### src/rtl/instr_fetch.sv
// Instruction fetch stage: owns the fetch PC, reads instruction memory with a
// ready handshake and holds each word for decode until it is accepted.
module instr_fetch #(
  parameter int unsigned          WORD_SIZE = 16,
  parameter logic [WORD_SIZE-1:0] RESET_PC  = '0
) (
  input  logic                 clk,
  input  logic                 reset,
  output logic                 mem_req,
  output logic [WORD_SIZE-1:0] mem_addr,
  input  logic                 mem_ready,
  input  logic [WORD_SIZE-1:0] mem_data,
  output logic [WORD_SIZE-1:0] instr,
  output logic [WORD_SIZE-1:0] pc,
  output logic                 instr_valid,
  input  logic                 instr_accept,
  input  logic                 branch,
  input  logic [WORD_SIZE-1:0] branch_target,
  input  logic                 halt
);

  typedef enum logic [1:0] {
    ST_START  = 2'd0,
    ST_FETCH  = 2'd1,
    ST_HOLD   = 2'd2,
    ST_HALTED = 2'd3
  } state_t;

  state_t               state_q, state_d;
  logic [WORD_SIZE-1:0] fetch_pc_q, fetch_pc_d;
  logic [WORD_SIZE-1:0] instr_q, instr_d;
  logic [WORD_SIZE-1:0] pc_q, pc_d;
  logic                 mem_req_q;
  logic                 instr_valid_q;

  // State register; mem_req/instr_valid are flopped from the next state so
  // they track the state exactly without any input-to-output path.
  always_ff @(posedge clk or posedge reset) begin
    if (reset) begin
      state_q       <= ST_START;
      mem_req_q     <= 1'b0;
      instr_valid_q <= 1'b0;
    end else begin
      state_q       <= state_d;
      mem_req_q     <= (state_d == ST_FETCH);
      instr_valid_q <= (state_d == ST_HOLD);
    end
  end

  // Datapath registers.
  always_ff @(posedge clk or posedge reset) begin
    if (reset) begin
      fetch_pc_q <= RESET_PC;
      instr_q    <= '0;
      pc_q       <= '0;
    end else begin
      fetch_pc_q <= fetch_pc_d;
      instr_q    <= instr_d;
      pc_q       <= pc_d;
    end
  end

  // Next state and datapath; halt outranks branch, branch outranks progress.
  always_comb begin
    state_d    = state_q;
    fetch_pc_d = fetch_pc_q;
    instr_d    = instr_q;
    pc_d       = pc_q;

    case (state_q)
      ST_START: begin
        if (halt) state_d = ST_HALTED;
        else      state_d = ST_FETCH;
      end

      ST_FETCH: begin
        if (halt) begin
          state_d = ST_HALTED;
        end else if (branch) begin
          // A coincident mem_ready is dropped; the redirect restarts the read.
          fetch_pc_d = branch_target;
        end else if (mem_ready) begin
          instr_d    = mem_data;
          pc_d       = fetch_pc_q;
          fetch_pc_d = fetch_pc_q + WORD_SIZE'(1);
          state_d    = ST_HOLD;
        end
      end

      ST_HOLD: begin
        if (halt) begin
          state_d = ST_HALTED;
        end else if (branch) begin
          fetch_pc_d = branch_target;
          state_d    = ST_FETCH;
        end else if (instr_accept) begin
          state_d = ST_FETCH;
        end
      end

      ST_HALTED: begin
        state_d = ST_HALTED;
      end

      default: begin
        state_d = ST_START;
      end
    endcase
  end

  assign mem_req     = mem_req_q;
  assign mem_addr    = fetch_pc_q;
  assign instr       = instr_q;
  assign pc          = pc_q;
  assign instr_valid = instr_valid_q;

endmodule

### config.mk
export PLATFORM = sky130hd
export DESIGN_NAME = instr_fetch
export DESIGN_NICKNAME = d
export VERILOG_FILES = /design/src/rtl/instr_fetch.sv
export SDC_FILE = /design/constraint.sdc
export NUM_CORES = 1
export LEC_CHECK = 0
export ABC_AREA = 0
export CAP_MARGIN = 5
export CORE_MARGIN = 2
export CORE_UTILIZATION = 48
export DETAILED_ROUTE_END_ITERATION = 6
export PLACE_DENSITY = 0.95
export SLEW_MARGIN = 20
export SYNTH_ARGS = -nofsm -noshare
export SYNTH_HDL_FRONTEND = slang
export SYNTH_SLANG_ARGS = --single-unit
### constraint.sdc
create_clock -name clk -period 4.55 [get_ports clk]
set_clock_uncertainty 0.15 [all_clocks]
set_input_delay 0.455 -clock clk [delete_from_list [all_inputs] [get_ports clk]]
set_output_delay 0.455 -clock clk [all_outputs]
set_load 0.03 [all_outputs]
==> impl_metrics.env, run 1 <==
export IMPL_status="complete, no violations"
export IMPL_fmax_mhz=317
export IMPL_swShare=0.273
export IMPL_insertion_delay_ps=300
export IMPL_postCtsHoldBufs=0
export IMPL_powerDensity_mw_per_mm2=294
export IMPL_layout_nets=329
export IMPL_switching_power_uw=280
export IMPL_rows=26
export IMPL_place_inst=353
export IMPL_core_area_mm2=0.00507
export IMPL_criticalPathCategory="primary input to flop"
export IMPL_min_path_type="flop to flop"
export IMPL_htreeDepth=2
export IMPL_fin_util=0.687
export IMPL_gp_congestion=0.887
export IMPL_vias_per_cell=5.75
export IMPL_fin_cells=361
export IMPL_peakVddDrop_uv=188
export IMPL_grt_usage=0.207
export IMPL_num_vias=2074
export IMPL_cts_resized=0
export IMPL_clk_pin_slew_ps=100
export IMPL_cp_max_fo=20
export IMPL_required_ps=4600
export IMPL_post_route_drc_count=0
export IMPL_setup_viol=0
export IMPL_dp_hpwl_um=4230
export IMPL_synth_seq_area_share=0.521
export IMPL_critPathArrivalTime_ps=3200
export IMPL_cts_inserted_buffers=5
export IMPL_p_seq_frac=0.504
export IMPL_post_cts_buffers=0
export IMPL_syn_inst=209
export IMPL_port_buffers=87
export IMPL_synth_cell_types=44
export IMPL_synth_compound_area_frac=0.160
export IMPL_grt_antenna_before_repair=0
export IMPL_ys_ff_latch=52
export IMPL_p_comb_frac=0.185
export IMPL_fin_crit_sh=0.693
export IMPL_syn_nets=248
export IMPL_synthAdderAreaFrac=0.00501
export IMPL_p_int_uw=745
export IMPL_layout_commonest_cell="clkdlybuf4s50_1"
export IMPL_final_cell_mix="clkdlybuf4s50_1, dfrtp_1, mux2_2"
export IMPL_cts_tree="done"
export IMPL_synthSimpleGateAreaFrac=0.117
export IMPL_initial_utilization=0.492
export IMPL_overflow=0
export IMPL_cellLeakagePower_uw=0.00145
export IMPL_die_height_um=76.1
export IMPL_drv_cap=0
export IMPL_synth_top_family_by_area="compound AO/OA/AOI/OAI gates"
export IMPL_ys_warn_count=0
export IMPL_synth_xor_area_frac=0
export IMPL_p_total_uw=1020
export IMPL_drive_gt1_frac=0.158
export IMPL_grt_first_pass_wirelength_um=9730
export IMPL_worst_setup_path_start_kind="primary input"
export IMPL_rsz0062_at_grt="false"
export IMPL_synth_area_mm2=0.00250
export IMPL_grt_pass1_vias=2012
export IMPL_clockBufferDepth=2
export IMPL_end_kind="flop"
export IMPL_grt_max_degree=53
export IMPL_p_clk_frac=0.311
export IMPL_fin_crit_ps=3150
export IMPL_drt_iter0_markers=143
export IMPL_muxShareOfSynthArea=0.148
export IMPL_routed_wl_um=5890
export IMPL_first_pass_iters=4
export IMPL_finalMaxSlewViolations=0
export IMPL_slew_headroom=0.372
export IMPL_tightest_slew_ps=939
export IMPL_wl_per_cell_um=16.3
export IMPL_root_buffer="clkbuf_8"
export IMPL_ioPinCount=88
export IMPL_cts_sink_count=52
export IMPL_antenna_cells=0
export IMPL_ant_nets=0
export IMPL_die_area_mm2=0.00580
export IMPL_avgSynthCellArea_um2=11.9
export IMPL_setup_tns_final_ps=0
export IMPL_die_x_um=76.1
export IMPL_finalHoldViolCount=0
export IMPL_area_growth_pct=39.5
export IMPL_fillers=381
-- cell type report --
class	count	area, um2	area share
Multi-Input combinational cell	136	1070	0.308
Tap cell	70	87.6	0.0251
Clock buffer	6	72.6	0.0208
Clock inverter	2	38.8	0.0111
Sequential cell	52	1300	0.373
Timing Repair Buffer	89	886	0.254
Inverter	6	23.8	0.00682
-- critical path, stage by stage --
cell	delay (ps)
clkdlybuf4s50_1	720
o21ai_0	190
a2bb2oi_2	270
nor3_4	840
buf_4	360
mux2_2	350
-- cell usage after synthesis (all sizes together) --
master   instances  area [um2]
mux2i            2        20.0
o22a             4        35.0
o21bai           1        7.51
ha               1        12.5
clkbuf           4        16.3
and3             3        18.8
a21oi            5        25.0
dfrtp           52        1300
a211oi          13        97.6
nand3            8        40.0
or2              2        12.5
nand4            7        43.8
mux2            31         349
and2             2        12.5
buf             11        82.6
nor2             3        13.8
nand2            7        28.8
or4              1        7.51
o21ai            6        30.0
o22ai            5        31.3
or3              1        6.26
clkinv           1        3.75
nand2b           1        6.26
inv              5        18.8
o31ai            1        7.51
a31oi            2        12.5
a211o            1        8.76
and4             5        43.8
nor3             5        36.3
and2b            1        10.0
o211ai           1        7.51
o2bb2ai          4        35.0
a22o             1        8.76
nor4             2        12.5
a2bb2oi         10        93.8
-- kinds of logic (layout without fill, tap and decap cells) --
family	Yosys count	in the layout
AO/OA/AOI/OAI	54	54
flip-flops	52	52
AND/OR/NAND/NOR	48	48
multiplexers	33	33
buffers and inverters	21	103
adder cells (fa/ha/maj)	1	1
-- final timing paths --
check                                     startpoint                       to  slack [ps]  cells past startpoint
worst max-delay path                          branch       pc[13]$_DFFE_PP0P_        1400                      6
worst min-delay path            instr[8]$_DFFE_PP0P_     instr[8]$_DFFE_PP0P_         340                      1
worst max register to register  state_q[0]$_DFF_PP0_       pc[13]$_DFFE_PP0P_        1780                      5
worst min register to register  instr[8]$_DFFE_PP0P_     instr[8]$_DFFE_PP0P_         340                      1
max in group asynchronous                      reset  mem_addr[4]$_DFFE_PP0P_        3260                      2
min in group asynchronous                      reset     instr[5]$_DFFE_PP0P_         470                      2
-- power groups by stage --
stage	Combinational, uW	Clock [uW]	Sequential (uW)
global placement	187	0	524
floorplan	46.8	0	567
CTS	191	325	516
finish	189	319	516
detailed placement	190	0	525
global route	200	349	521
-- state kept, by name, summed over array words and instances, names as in the netlist --
name,cells
mem_addr,16
state_q,2
mem_req,1
instr_valid,1
pc,16
instr,16
-- metal layers --
metal | GRT usage | vias up | wire, um
met1 | 0.273 | 997 | 2520
met4 | 0.0673 | 0 | 127
met5 | 0 | - | 0
met2 | 0.340 | 103 | 2810
li1 | - | 963 | -
met3 | 0.0486 | 11 | 427
-- stage by stage --
| stage | area (um2) | hold WS (ps) | worst slack [ps] |
|---|---|---|---|
| 2_1_floorplan | 2500 | 380 | 2540 |
| 3_3_place_gp | 3370 | 317 | 1190 |
| 3_5_place_dp | 3370 | 324 | 1110 |
| 4_1_cts | 3480 | 347 | 1430 |
| 5_1_grt | 3480 | 378 | 1260 |
| 6_report | 3480 | 344 | 1400 |
No activity file was read; power rests on OpenSTA's default activity.
==> run 2, diff against run 1 <==
Settings changed: CORE_UTILIZATION 48 to 45, PLACE_DENSITY 0.95 to 0.91.
Clock period 4.55 ns to 3.2 ns, I/O delays scaled along.
==> impl_metrics.env, run 2 (synthesis results as in run 1) <==
export IMPL_status="complete, no violations"
export IMPL_cpPeakStageDelay_ps=770
export IMPL_antenna_cells=0
export IMPL_slew_headroom=0.673
export IMPL_fmax_mhz=434
export IMPL_core_area_mm2=0.00544
export IMPL_insertion_delay_ps=310
export IMPL_root_buffer="clkbuf_8"
export IMPL_crit_path_cell_trace="clkdlybuf4s50_1, o21ai_0, a2bb2oi_2, nor3_4, buf_4, mux2_2"
export IMPL_cts_inserted_buffers=5
export IMPL_criticalPathCategory="primary input to flop"
export IMPL_maxUsedRoutingLayer="met4"
export IMPL_wl_met2_um=3220
export IMPL_ant_nets=0
export IMPL_clockBufferDepth=2
export IMPL_grt_usage=0.212
export IMPL_die_area_mm2=0.00616
export IMPL_overflow=0
export IMPL_end_kind="flop"
export IMPL_clk_pin_slew_ps=90
export IMPL_placed_area_mm2=0.00340
export IMPL_required_ps=3250
export IMPL_vias_per_cell=5.77
export IMPL_grt_max_degree=33
export IMPL_critPathArrivalTime_ps=2360
export IMPL_grt_antenna_before_repair=0
export IMPL_cp_num_buf_inv=2
export IMPL_critical_path_top_delay_family="buffers and inverters"
export IMPL_grt_first_pass_wirelength_um=10200
export IMPL_rows=27
export IMPL_cts_resized=0
export IMPL_drt_iter0_markers=173
export IMPL_wl_per_cell_um=17.3
export IMPL_post_cts_buffers=0
export IMPL_setup_tns_final_ps=0
export IMPL_worst_path_max_delay_cell="clkdlybuf4s50_1"
export IMPL_num_vias=2116
export IMPL_finalMaxSlewViolations=0
export IMPL_grt_pass1_vias=2075
export IMPL_fin_area_mm2=0.00353
export IMPL_htreeDepth=2
export IMPL_cp_max_fo=19
export IMPL_setup_viol=0
export IMPL_area_growth_pct=41.2
export IMPL_peakVddDrop_uv=188
export IMPL_worst_setup_path_start_kind="primary input"
export IMPL_finalHoldViolCount=0
export IMPL_layout_setup_ws_ps=895
export IMPL_met3_length_um=484
export IMPL_drv_cap=0
export IMPL_die_height_um=78.5
export IMPL_final_cell_mix="clkdlybuf4s50_1, dfrtp_1, mux2_2"
export IMPL_hold_ws_ps=163
export IMPL_min_path_type="primary input to asynchronous set/reset pin"
export IMPL_layout_commonest_cell="clkdlybuf4s50_1"
export IMPL_postCtsHoldBufs=0
export IMPL_die_x_um=78.5
export IMPL_routed_wl_um=6330
export IMPL_tightest_slew_ps=489
export IMPL_layout_nets=333
export IMPL_wl_met1_um=2530
export IMPL_fin_crit_sh=0.720
export IMPL_fin_crit_ps=2310
export IMPL_place_ws_ps=600
export IMPL_cellLeakagePower_uw=0.00147
export IMPL_drive_gt1_frac=0.173
export IMPL_powerDensity_mw_per_mm2=420
export IMPL_gp_congestion=0.881
export IMPL_dp_hpwl_um=4480
export IMPL_rsz0062_at_grt="false"
export IMPL_cts_sink_count=52
export IMPL_port_buffers=87
export IMPL_cts_tree="done"
export IMPL_post_route_drc_count=0
export IMPL_ioPinCount=88
export IMPL_initial_utilization=0.459
export IMPL_first_pass_iters=4
==> run 2: cell types whose count changed in the layout (fill, tap and decap cells not counted), sizes merged <==
cell / delta
buf: +4
==> run 2: worst register-to-register path, stage by stage (launching register included) <==
cell	delay, ps
dfrtp_1	490
ha_1	280
and4_1	410
nand2_1	150
a211o_1	310
a22o_1	230
==> run 2: per-stage QoR <==
| stage | power, uW | std cells | util |
|---|---|---|---|
| 2_1_floorplan | 872 | 209 | - |
| 3_3_place_gp | 1010 | 359 | 0.626 |
| 3_5_place_dp | 1020 | 359 | 0.626 |
| 4_1_cts | 1490 | 367 | 0.648 |
| 5_1_grt | 1550 | 367 | 0.648 |
| 6_report | 1480 | 367 | 0.648 |
==> run 2: path summary, 6_finish.rpt <==
check | to | slack (ps) | cells after the start | startpoint
max in group asynchronous | pc[1]$_DFFE_PP0P_ | 1970 | 3 | reset
hold / removal | instr[10]$_DFFE_PP0P_ | 160 | 2 | reset
min in group clk | instr[8]$_DFFE_PP0P_ | 350 | 1 | instr[8]$_DFFE_PP0P_
hold reg to reg | instr[8]$_DFFE_PP0P_ | 350 | 1 | instr[8]$_DFFE_PP0P_
setup / recovery | instr[7]$_DFFE_PP0P_ | 890 | 6 | branch
setup reg to reg | mem_addr[8]$_DFFE_PP0P_ | 1070 | 5 | mem_addr[0]$_DFFE_PP0P_
==> run 2: routing by layer <==
metal / GRT usage / up-vias
met4: 0.0632 / 0
met3: 0.0460 / 10
met5: 0 / -
met1: 0.274 / 1031
li1: - / 963
met2: 0.359 / 112
==> run 2: where the power goes <==
part	switching [uW]	leakage [uW]	internal (uW)	total, uW
combinational	140	0.000721	133	273
clock	218	0.0000614	256	474
sequential	41.7	0.000692	691	733
total	400	0.00147	1080	1480
==> run 2: layout make-up <==
cell class / count / area, um2
tap: 72 / 90.1
inverter: 6 / 22.5
fill: 406 / 1910
timing repair buffer: 93 / 916
clock inverter: 2 / 38.8
clock buffer: 6 / 82.6
sequential: 52 / 1300
multi-input combinational: 136 / 1070
